--- src/rtl/uart_rx_string.sv ---
// -----------------------------------------------------------------------------
// uart_rx_string
//   UART line receiver. It oversamples the serial line at 16x baud, deframes
//   8N1 bytes and collects them into a line buffer until the terminator arrives.
//   The completed line is presented right-aligned in a 256-bit word together
//   with its length. This is the same format the UART string sender consumes,
//   so a received command can drive other logic or be echoed back unchanged.
//
//   Optional feature (define UART_RX_STR_TIMEOUT_EN):
//     A partial line is flushed automatically once the line has been idle for
//     TIMEOUT_BITS bit-times. Without the define, a line is flushed only by
//     TERM_CHAR.
//
// Ports
//   clk          in   1    system clock
//   reset_n      in   1    asynchronous reset, active low
//   uart_rx_i    in   1    serial input, idle high
//   string_o     out  256  received chars, right-aligned; the first char is in
//                          byte string_len_o-1, unused high bytes are 0
//   string_len_o out  6    number of valid chars in string_o (0..MAX_LEN)
//   str_valid_o  out  1    1-clk pulse: string_o/string_len_o/str_ovf_o updated
//   str_ovf_o    out  1    chars were dropped from this string
//   frame_err_o  out  1    1-clk pulse: stop bit sampled low, byte discarded
//   busy_o       out  1    high while a frame is being received
// -----------------------------------------------------------------------------
module uart_rx_string #(
  parameter int          SYS_FREQ     = 125,    // MHz
  parameter int          BAUD         = 9600,
  parameter int          MAX_LEN      = 32,     // 1..32 characters
  parameter logic [7:0]  TERM_CHAR    = 8'h0D,
  parameter int          TIMEOUT_BITS = 20
) (
  input  logic         clk,
  input  logic         reset_n,
  input  logic         uart_rx_i,
  output logic [255:0] string_o,
  output logic [5:0]   string_len_o,
  output logic         str_valid_o,
  output logic         str_ovf_o,
  output logic         frame_err_o,
  output logic         busy_o
);

  // Rounded divider from the system clock down to the 16x oversampling tick.
  localparam int         DIV       = (SYS_FREQ * 1_000_000 + BAUD * 8) / (BAUD * 16);
  localparam int         DIV_W     = (DIV > 1) ? $clog2(DIV) : 1;
  localparam logic [5:0] MAX_LEN_L = 6'(MAX_LEN);

  typedef enum logic [1:0] {S_IDLE, S_START, S_DATA, S_STOP} state_e;

  state_e             state_q, state_d;
  logic               rx_meta_q, rx_q;
  logic [DIV_W-1:0]   div_q;
  logic               tick;
  logic [3:0]         cnt_q;
  logic [2:0]         bit_q;
  logic [7:0]         shift_q;
  logic               byte_done, stop_bad;
  logic [255:0]       line_q, line_d;
  logic [5:0]         len_q, len_d;
  logic               ovf_q, ovf_d;
  logic               flush, timeout;

  // Two-flop synchroniser. It resets to the idle-high level so that releasing
  // reset cannot be mistaken for a start bit.
  // NOTE: sequential state uses non-blocking (<=) so every flop samples
  // pre-edge values; blocking assignments here would create order-dependent races.
  always_ff @(posedge clk or negedge reset_n) begin
    if (!reset_n) begin
      rx_meta_q <= 1'b1;
      rx_q      <= 1'b1;
    end else begin
      rx_meta_q <= uart_rx_i;
      rx_q      <= rx_meta_q;
    end
  end

  // Free-running oversampling tick.
  always_ff @(posedge clk or negedge reset_n) begin
    if (!reset_n)                        div_q <= '0;
    else if (div_q == DIV_W'(DIV - 1))   div_q <= '0;
    else                                 div_q <= div_q + 1'b1;
  end
  assign tick = (div_q == DIV_W'(DIV - 1));

  // Frame FSM: state register.
  always_ff @(posedge clk or negedge reset_n) begin
    if (!reset_n) state_q <= S_IDLE;
    else          state_q <= state_d;
  end

  // Frame FSM: next-state logic.
  // NOTE: every combinational output gets a default first; a path that leaves
  // one unassigned would infer a latch.
  always_comb begin
    state_d = state_q;
    if (tick) begin
      unique case (state_q)
        S_IDLE:  if (!rx_q) state_d = S_START;
        // A start bit that is no longer low at mid-bit is treated as a glitch.
        S_START: if (cnt_q == 4'd7) state_d = rx_q ? S_IDLE : S_DATA;
        S_DATA:  if (cnt_q == 4'd15 && bit_q == 3'd7) state_d = S_STOP;
        S_STOP:  if (cnt_q == 4'd15) state_d = S_IDLE;
        default: state_d = S_IDLE;
      endcase
    end
  end

  // Frame FSM: outputs.
  always_comb begin
    busy_o    = (state_q != S_IDLE);
    byte_done = tick && (state_q == S_STOP) && (cnt_q == 4'd15) &&  rx_q;
    stop_bad  = tick && (state_q == S_STOP) && (cnt_q == 4'd15) && !rx_q;
  end

  // Tick counter, bit index and LSB-first shift register.
  // cnt restarts at the middle of the start bit, so each later cnt==15 lands
  // at the middle of a data or stop bit.
  always_ff @(posedge clk or negedge reset_n) begin
    if (!reset_n) begin
      cnt_q   <= '0;
      bit_q   <= '0;
      shift_q <= '0;
    end else if (tick) begin
      unique case (state_q)
        S_IDLE:  cnt_q <= '0;
        S_START: begin
          cnt_q <= (cnt_q == 4'd7) ? 4'd0 : cnt_q + 4'd1;
          bit_q <= '0;
        end
        S_DATA: begin
          cnt_q <= cnt_q + 4'd1;
          if (cnt_q == 4'd15) begin
            shift_q <= {rx_q, shift_q[7:1]};
            bit_q   <= bit_q + 3'd1;
          end
        end
        default: cnt_q <= cnt_q + 4'd1;
      endcase
    end
  end

`ifdef UART_RX_STR_TIMEOUT_EN
  // Counts idle bit-times while a partial line is pending. The count restarts
  // on every start bit, and after every flush.
  localparam int TMO_W = $clog2(TIMEOUT_BITS + 1);
  logic [3:0]       tmo_sub_q;
  logic [TMO_W-1:0] tmo_bits_q;

  always_ff @(posedge clk or negedge reset_n) begin
    if (!reset_n) begin
      tmo_sub_q  <= '0;
      tmo_bits_q <= '0;
    end else if (state_q != S_IDLE || len_q == 6'd0 || flush) begin
      tmo_sub_q  <= '0;
      tmo_bits_q <= '0;
    end else if (tick && !timeout) begin
      tmo_sub_q <= tmo_sub_q + 4'd1;
      if (tmo_sub_q == 4'd15) tmo_bits_q <= tmo_bits_q + 1'b1;
    end
  end
  assign timeout = (tmo_bits_q == TMO_W'(TIMEOUT_BITS));
`else
  assign timeout = 1'b0;
`endif

  // Line assembler. A received byte always takes priority over a timeout
  // flush in the same cycle.
  always_comb begin
    line_d = line_q;
    len_d  = len_q;
    ovf_d  = ovf_q;
    flush  = 1'b0;
    if (byte_done) begin
      if (shift_q == TERM_CHAR)       flush = (len_q != 6'd0);
      else if (len_q < MAX_LEN_L) begin
        line_d = {line_q[247:0], shift_q};
        len_d  = len_q + 6'd1;
      end else                        ovf_d = 1'b1;
    end else if (timeout) begin
      flush = (len_q != 6'd0);
    end
    if (flush) begin
      line_d = '0;
      len_d  = '0;
      ovf_d  = 1'b0;
    end
  end

  // The line buffer is reset so that a reset in the middle of a line discards it.
  always_ff @(posedge clk or negedge reset_n) begin
    if (!reset_n) begin
      line_q       <= '0;
      len_q        <= '0;
      ovf_q        <= 1'b0;
      string_o     <= '0;
      string_len_o <= '0;
      str_ovf_o    <= 1'b0;
      str_valid_o  <= 1'b0;
      frame_err_o  <= 1'b0;
    end else begin
      line_q      <= line_d;
      len_q       <= len_d;
      ovf_q       <= ovf_d;
      str_valid_o <= flush;
      frame_err_o <= stop_bad;
      if (flush) begin
        string_o     <= line_q;
        string_len_o <= len_q;
        str_ovf_o    <= ovf_q;
      end
    end
  end

endmodule
--- config.mk ---
export PLATFORM = sky130hd
export DESIGN_NAME = uart_rx_string
export DESIGN_NICKNAME = d
export VERILOG_FILES = /design/src/rtl/uart_rx_string.sv
export SDC_FILE = /design/constraint.sdc
export NUM_CORES = 1
export LEC_CHECK = 0
export ABC_AREA = 1
export BUFFER_PORTS_ARGS = -buffer_cell sky130_fd_sc_hd__buf_2
export CORE_MARGIN = 2
export CORE_UTILIZATION = 35
export CTS_CLUSTER_DIAMETER = 50
export CTS_CLUSTER_SIZE = 30
export DETAILED_ROUTE_END_ITERATION = 7
export GPL_TIMING_DRIVEN = 0
export PLACE_DENSITY_LB_ADDON = 0.25
export SETUP_SLACK_MARGIN = 0.3
export SYNTH_ARGS = -nofsm -noshare
export SYNTH_HDL_FRONTEND = slang
export SYNTH_SLANG_ARGS = --single-unit
--- constraint.sdc ---
create_clock -name clk -period 2.2 [get_ports clk]
set_input_delay 0.22 -clock clk [delete_from_list [all_inputs] [get_ports clk]]
set_output_delay 0.22 -clock clk [all_outputs]
set_load 0.01 [all_outputs]
==> flow_summary.ini, run 1 <==
[route]
routed-via-count = 16800
wl_per_cell_um = 18.1
postRouteAntennaNets = 0
drc_errors = 0
highest_layer = met4
viasPerCell = 4.74
wl_mm = 64.0
route.met3.wl_mm = 2.78
drt-met1-wl_mm = 28.5
dr_wl_met2_mm = 30.9
drt_pass1_iterations = 4
drt_iter0_markers = 922

[critical_path]
cp-start-kind = flop
crit_required_ns = 2.68
worst_setup_path_end_kind = flop
critPathKind = flop to flop
crit_fanout = 7
crit_arrival_ns = 2.49

[yosys]
synth_common_cells = dfrtp_1, nand2_1, o21ai_0, inv_1, nand3_2
syn_nets = 2206
synth_area_leaders = dfrtp_1, nand3_2, o21ai_2
synth_top_flop_cell = dfrtp_1
ys_seq_area_frac = 0.591
ys_warn_count = 0
synth-edff-count = 0
async_flop_share = 1.00
synthCells = 2196
synth_top_area_share = 0.589
syn-cell-area_um2 = 23600
yosysMostFrequentCell = dfrtp_1
syn_area_per_cell_um2 = 10.7
ys_types = 37
synth_area_leader_cell = dfrtp_1
synth_seq_cells = 557

[min_path]
hp-class = input port to asynchronous set/reset pin

[floorplanning]
start_util = 0.352
rows = 95
die_h_um = 264
die_w_um = 264
io_pins = 269
core_area_um2 = 66900
dieArea_um2 = 69400

[grt]
globalRoute.totalOverflow = 0
first_global_vias = 17800
grt_pass1_wl_mm = 99.8
antenna_found_initial = 0
grt_max_degree = 126
grtUsageTotal = 0.181

[cells_and_area]
n_antenna_cell = 0
syn_to_final_growth_pct = 32.3
finalNetCount = 2629
final_area_um2 = 31200
drive_gt1_frac = 0.409
fillers = 6164
final_cells = 3543

[clocking]
clkSinkCount = 557
cts-root-buf = clkbuf_16
clk_latency_ns = 0.60
cts-hold-fix-buffers = 6
cts_tree = done
cts-buffers-inserted = 68
clock_path_buffers = 3
htreeDepth = 3
cts.reportedPaths.clkPinSlew_ns = 0.06

[place]
postPlaceCellArea_um2 = 26200
place_ws_ns = -0.365
gp_congestion = 0.820
io_buffers = 268
numPlacedInstances = 3342
place_hpwl_mm = 42.9

[timing]
rsz0062_at_grt = true
timing.hold.ws_ns = -0.190
finalClockSkew_ns = 0.0265
tightestPinTransition_ns = 0.652
slew_headroom = 0.565
setup_slack_ns = 0.186
maxSlewViolCount = 0
min_period_over_period = 0.915
hold_viol = 68
max_freq_mhz = 497
fin_crit_ns = 2.01
finalSetupViolCount = 0

[run]
drv_cap = 0

[power_and_ir_drop]
finalPower_mw = 22.1
total_leakage_power_nw = 14.2
power_density_nw_per_um2 = 707
vdd_drop_max_mv = 0.496

[outcome]
violations = hold timing
outcome = complete, but fails checks
worst paths after layout:
check	depth (start not counted)	slack, ns	to	startpoint
max	14	0.19	line_q[52]	len_q[1]
min	4	-0.19	string_o[207]	reset_n
max reg2reg	14	0.19	line_q[52]	len_q[1]
min reg2reg	0	0.36	rx_q	rx_meta_q
max in group asynchronous	7	0.50	line_q[66]	reset_n
min in group clk	2	0.28	rx_meta_q	uart_rx_i
cell usage in the layout, fill, tap and decap left out, drive strengths merged:
| cell | netlist | routed |
|---|---|---|
| nor3 | 5 | 5 |
| dlygate4sd3 | 0 | 2 |
| dfstp | 2 | 2 |
| clkbuf | 33 | 121 |
| o21ai | 530 | 530 |
| clkinv | 0 | 13 |
| xnor2 | 1 | 1 |
| nand2 | 330 | 330 |
| nand4 | 4 | 4 |
| a21oi | 11 | 11 |
| buf | 110 | 448 |
| nand3b | 1 | 1 |
| inv | 296 | 316 |
| clkinvlp | 0 | 8 |
| mux2 | 2 | 2 |
| a21boi | 1 | 1 |
| nor4 | 3 | 3 |
| bufinv | 0 | 5 |
| o2111ai | 1 | 1 |
| xor2 | 3 | 3 |
| a31oi | 1 | 1 |
| nor2 | 31 | 31 |
| o22ai | 2 | 2 |
| ha | 7 | 7 |
| or2 | 1 | 1 |
| nand3 | 266 | 266 |
| dfrtp | 555 | 555 |
power breakdown:
part,switching (mW),internal [mW]
logic,0.211,0.0512
registers,0.000831,10.2
clock network,4.92,6.64
total,5.13,16.9
per-stage QoR:
stage | TNS (ns) | util
2_1_floorplan | 0 | -
3_3_place_gp | -5838.07 | 0.389
3_5_place_dp | -151.35 | 0.391
4_1_cts | 0 | 0.449
5_1_grt | 0 | 0.466
6_report | 0 | 0.466
routing by layer:
layer  vias to the layer above  GRT usage
li1                       8051          -
met1                      8336      0.239
met2                       304      0.294
met3                        98     0.0369
met4                         0     0.0680
met5                         -          0
state kept, by name (all words and copies together) (netlist names), named ones only:
| signal | cells |
|---|---|
| ovf_q | 1 |
| str_ovf_o | 1 |
| shift_q | 8 |
| cnt_q | 4 |
| bit_q | 3 |
| line_q | 256 |
| div_q | 10 |
| frame_err_o | 1 |
| rx_meta_q | 1 |
| string_o | 256 |
| str_valid_o | 1 |
| rx_q | 1 |
| state_q | 1 |
| len_q | 6 |
| string_len_o | 6 |
kinds of logic (layout without fill, tap and decap cells):
kind of cell,after synthesis,count (layout),share of synthesized area
mux,2,2,0.000955
compound gates,546,546,0.148
buf+inv,439,913,0.0908
xor+xnor,4,4,0.00149
simple gates,641,641,0.163
flops,557,557,0.591
fa+ha+maj,7,7,0.00372
worst max-delay path, cell delays in order, from the launching register on:
cell	delay (ns)
dfrtp_1	0.39
inv_2	0.08
ha_4	0.12
nand4_1	0.18
nand3_4	0.14
nand2_2	0.05
inv_2	0.06
nor2_4	0.05
buf_12	0.12
buf_12	0.14
buf_12	0.12
buf_16	0.15
clkbuf_16	0.17
nand3_2	0.07
o21ai_2	0.05
final cells by class:
class                           instances  area [µm²]  area share
Sequential cell                       557       13900       0.447
Multi-Input combinational cell       1200        8030       0.257
Timing Repair Buffer                  353        2800      0.0898
Buffer                                143        1870      0.0600
Clock buffer                           75        1760      0.0564
Inverter                              296        1120      0.0358
Tap cell                              873        1090      0.0350
Clock inverter                         46         568      0.0182
repair_timing:
action,in CTS,in global routing
pin swaps,9,9
endpoints found under the hold margin,126,68
buffers inserted,41,7
gates cloned,8,18
setup endpoints to repair,594,624
gates resized for setup,323,225
(Power assumes the default switching activity.)
==> run 2, diff against run 1 <==
--- a/config.mk
+++ b/config.mk
@@ -5,7 +5,6 @@
 export SDC_FILE = /design/constraint.sdc
 export NUM_CORES = 1
 export LEC_CHECK = 0
-export ABC_AREA = 1
 export BUFFER_PORTS_ARGS = -buffer_cell sky130_fd_sc_hd__buf_2
 export CORE_MARGIN = 2
 export CORE_UTILIZATION = 35
==> run 2 against run 1 <==
Net effect: the flow finishes with violations (setup timing); first-iteration DRC count is 25% higher; worst setup slack worse by 0.32 ns; power is 4.6% higher; via count is 6.8% higher; non-clock buffer count is 37 higher; global-route usage is 0.20 points higher; clock skew is 0.0014 ns lower; clock power is 9% higher; hold slack better by 0.37 ns; routed wire length is 15% higher; final cell count is 5.9% lower; largest cell class unchanged; largest power group unchanged.
==> flow_summary.ini, run 2 <==
[outcome]
outcome = complete, but fails checks
violations = setup timing

[clocking]
cts.reportedPaths.clkPinSlew_ns = 0.07
htreeDepth = 3
cts-root-buf = clkbuf_16
clock_path_buffers = 3
cts_tree = done
clk_latency_ns = 0.61
cts-buffers-inserted = 72
clkSinkCount = 557

[yosys]
yosysMostFrequentCell = dfrtp_1
synthCells = 1903
syn_area_per_cell_um2 = 13.1
synth_area_leaders = dfrtp_1, mux2_4, o2bb2ai_1
synth_top_area_share = 0.559
ys_types = 49
syn_nets = 1913
ys_warn_count = 0
ys_seq_area_frac = 0.561
synth-edff-count = 0
async_flop_share = 1.00
synth_area_leader_cell = dfrtp_1
synth_top_flop_cell = dfrtp_1
synth_seq_cells = 557
syn-cell-area_um2 = 24800
synth_common_cells = dfrtp_1, a31oi_1, and2_1, o2bb2ai_1, mux2_4

[cells_and_area]
finalNetCount = 2346
drive_gt1_frac = 0.464
final_area_um2 = 34700
layout_commonest_cell = dfrtp_1
syn_to_final_growth_pct = 39.9
n_antenna_cell = 0
top_regs = line_q x256, string_o x256, div_q x10
layout_common_cells = dfrtp_1, buf_2, and2_1, a31oi_1, mux2_4
final_cells = 3334
finish.utilization = 0.495

[grt]
grtUsageTotal = 0.183
grt_pass1_wl_mm = 107
first_global_vias = 17900
grt_max_degree = 121
antenna_found_initial = 0
globalRoute.totalOverflow = 0

[run]
drv_cap = 0

[route]
drc_errors = 0
routed-via-count = 17900
drt_iter0_markers = 1157
drt_pass1_iterations = 5
postRouteAntennaNets = 0
wl_per_cell_um = 22.1
wl_mm = 73.6
viasPerCell = 5.38

[floorplanning]
start_util = 0.354
dieArea_um2 = 73100
core_area_um2 = 70100
rows = 97
die_w_um = 270
die_h_um = 270
io_pins = 269

[timing]
fin_crit_ns = 2.34
finalSetupViolCount = 502
max_freq_mhz = 428
maxSlewViolCount = 0
tightestPinTransition_ns = 0.804
min_period_over_period = 1.06
rsz0062_at_grt = true
slew_headroom = 0.464
setup_slack_ns = -0.137
finalClockSkew_ns = 0.0251
hold_viol = 0

[place]
place_hpwl_mm = 45.4
io_buffers = 268
numPlacedInstances = 3116
place_ws_ns = -0.678
gp_congestion = 0.795
postPlaceCellArea_um2 = 27600

[critical_path]
worst_setup_path_end_kind = flop
crit_arrival_ns = 2.81
critPathKind = flop to flop
crit_fanout = 6
cp-start-kind = flop
crit_required_ns = 2.67

[power_and_ir_drop]
vdd_drop_max_mv = 0.563
finalPower_mw = 23.1
power_density_nw_per_um2 = 664
total_leakage_power_nw = 16.8

[min_path]
hp-class = input port to asynchronous set/reset pin
## run 2: power by group
group / internal [mW] / leakage, nW / switching, mW
Sequential: 10.2 / 7.76 / 0.00157
Combinational: 0.0317 / 7.79 / 0.203
Clock: 7.51 / 1.25 / 5.07
Total: 17.8 / 16.8 / 5.28
## run 2: worst max-delay path, stage by stage (launching register included)
cell	delay, ns
dfrtp_1	0.38
or3b_4	0.43
buf_6	0.14
nor4_4	0.29
buf_4	0.18
o21ai_4	0.09
buf_12	0.18
clkbuf_16	0.19
clkbuf_16	0.17
o2bb2ai_1	0.14
## run 2: logic make-up (layout without fill, tap and decap cells)
| logic type | after synthesis | count (layout) | synth area share |
|---|---|---|---|
| flops | 557 | 557 | 0.561 |
| compound gates | 542 | 542 | 0.162 |
| mux | 277 | 277 | 0.154 |
| simple gates | 330 | 330 | 0.0809 |
| xor+xnor | 6 | 6 | 0.00212 |
| buf+inv | 184 | 675 | 0.0359 |
| fa+ha+maj | 7 | 7 | 0.00353 |
## run 2: final timing paths
kind | startpoint | cells after the start | to | slack (ns)
max | div_q[7] | 9 | line_q[158] | -0.14
min | reset_n | 2 | string_o[111] | 0.18
max reg2reg | div_q[7] | 9 | line_q[158] | -0.14
min reg2reg | rx_meta_q | 0 | rx_q | 0.36
max in group asynchronous | reset_n | 4 | string_o[198] | 0.45
min in group clk | uart_rx_i | 2 | rx_meta_q | 0.30
## run 2: metal layers
layer	routed length, µm	track usage	up-vias
met5	0	0	-
met4	1980	0.0683	0
met3	3790	0.0405	118
met2	34300	0.282	458
met1	33500	0.252	9312
li1	-	-	8049
## run 2: area by class of cell
cell class / count / area [µm²]
Multi-Input combinational cell: 1162 / 12200
Buffer: 174 / 1630
Fill cell: 6057 / 35400
Tap cell: 940 / 1180
Inverter: 10 / 37.5
Timing Repair Buffer: 359 / 3140
Clock inverter: 50 / 647
Clock buffer: 82 / 1940
Sequential cell: 557 / 13900
## run 2: what timing repair did
item	in CTS	in global routing
gates cloned	5	47
hold buffers	2	0
resized for setup	118	489
endpoints found under the setup margin	537	660
pin swaps	5	73
buffers inserted	19	13
endpoints found under the hold margin	63	0
## run 2: metrics by stage
stage | hold WS [ns] | TNS, ns
6_report | 0.178 | -30.71
4_1_cts | 0.152 | -4.98
5_1_grt | 0.205 | -67.63
2_1_floorplan | -0.0756 | 0
3_3_place_gp | 0.350 | -6000.18
3_5_place_dp | 0.211 | -225.05
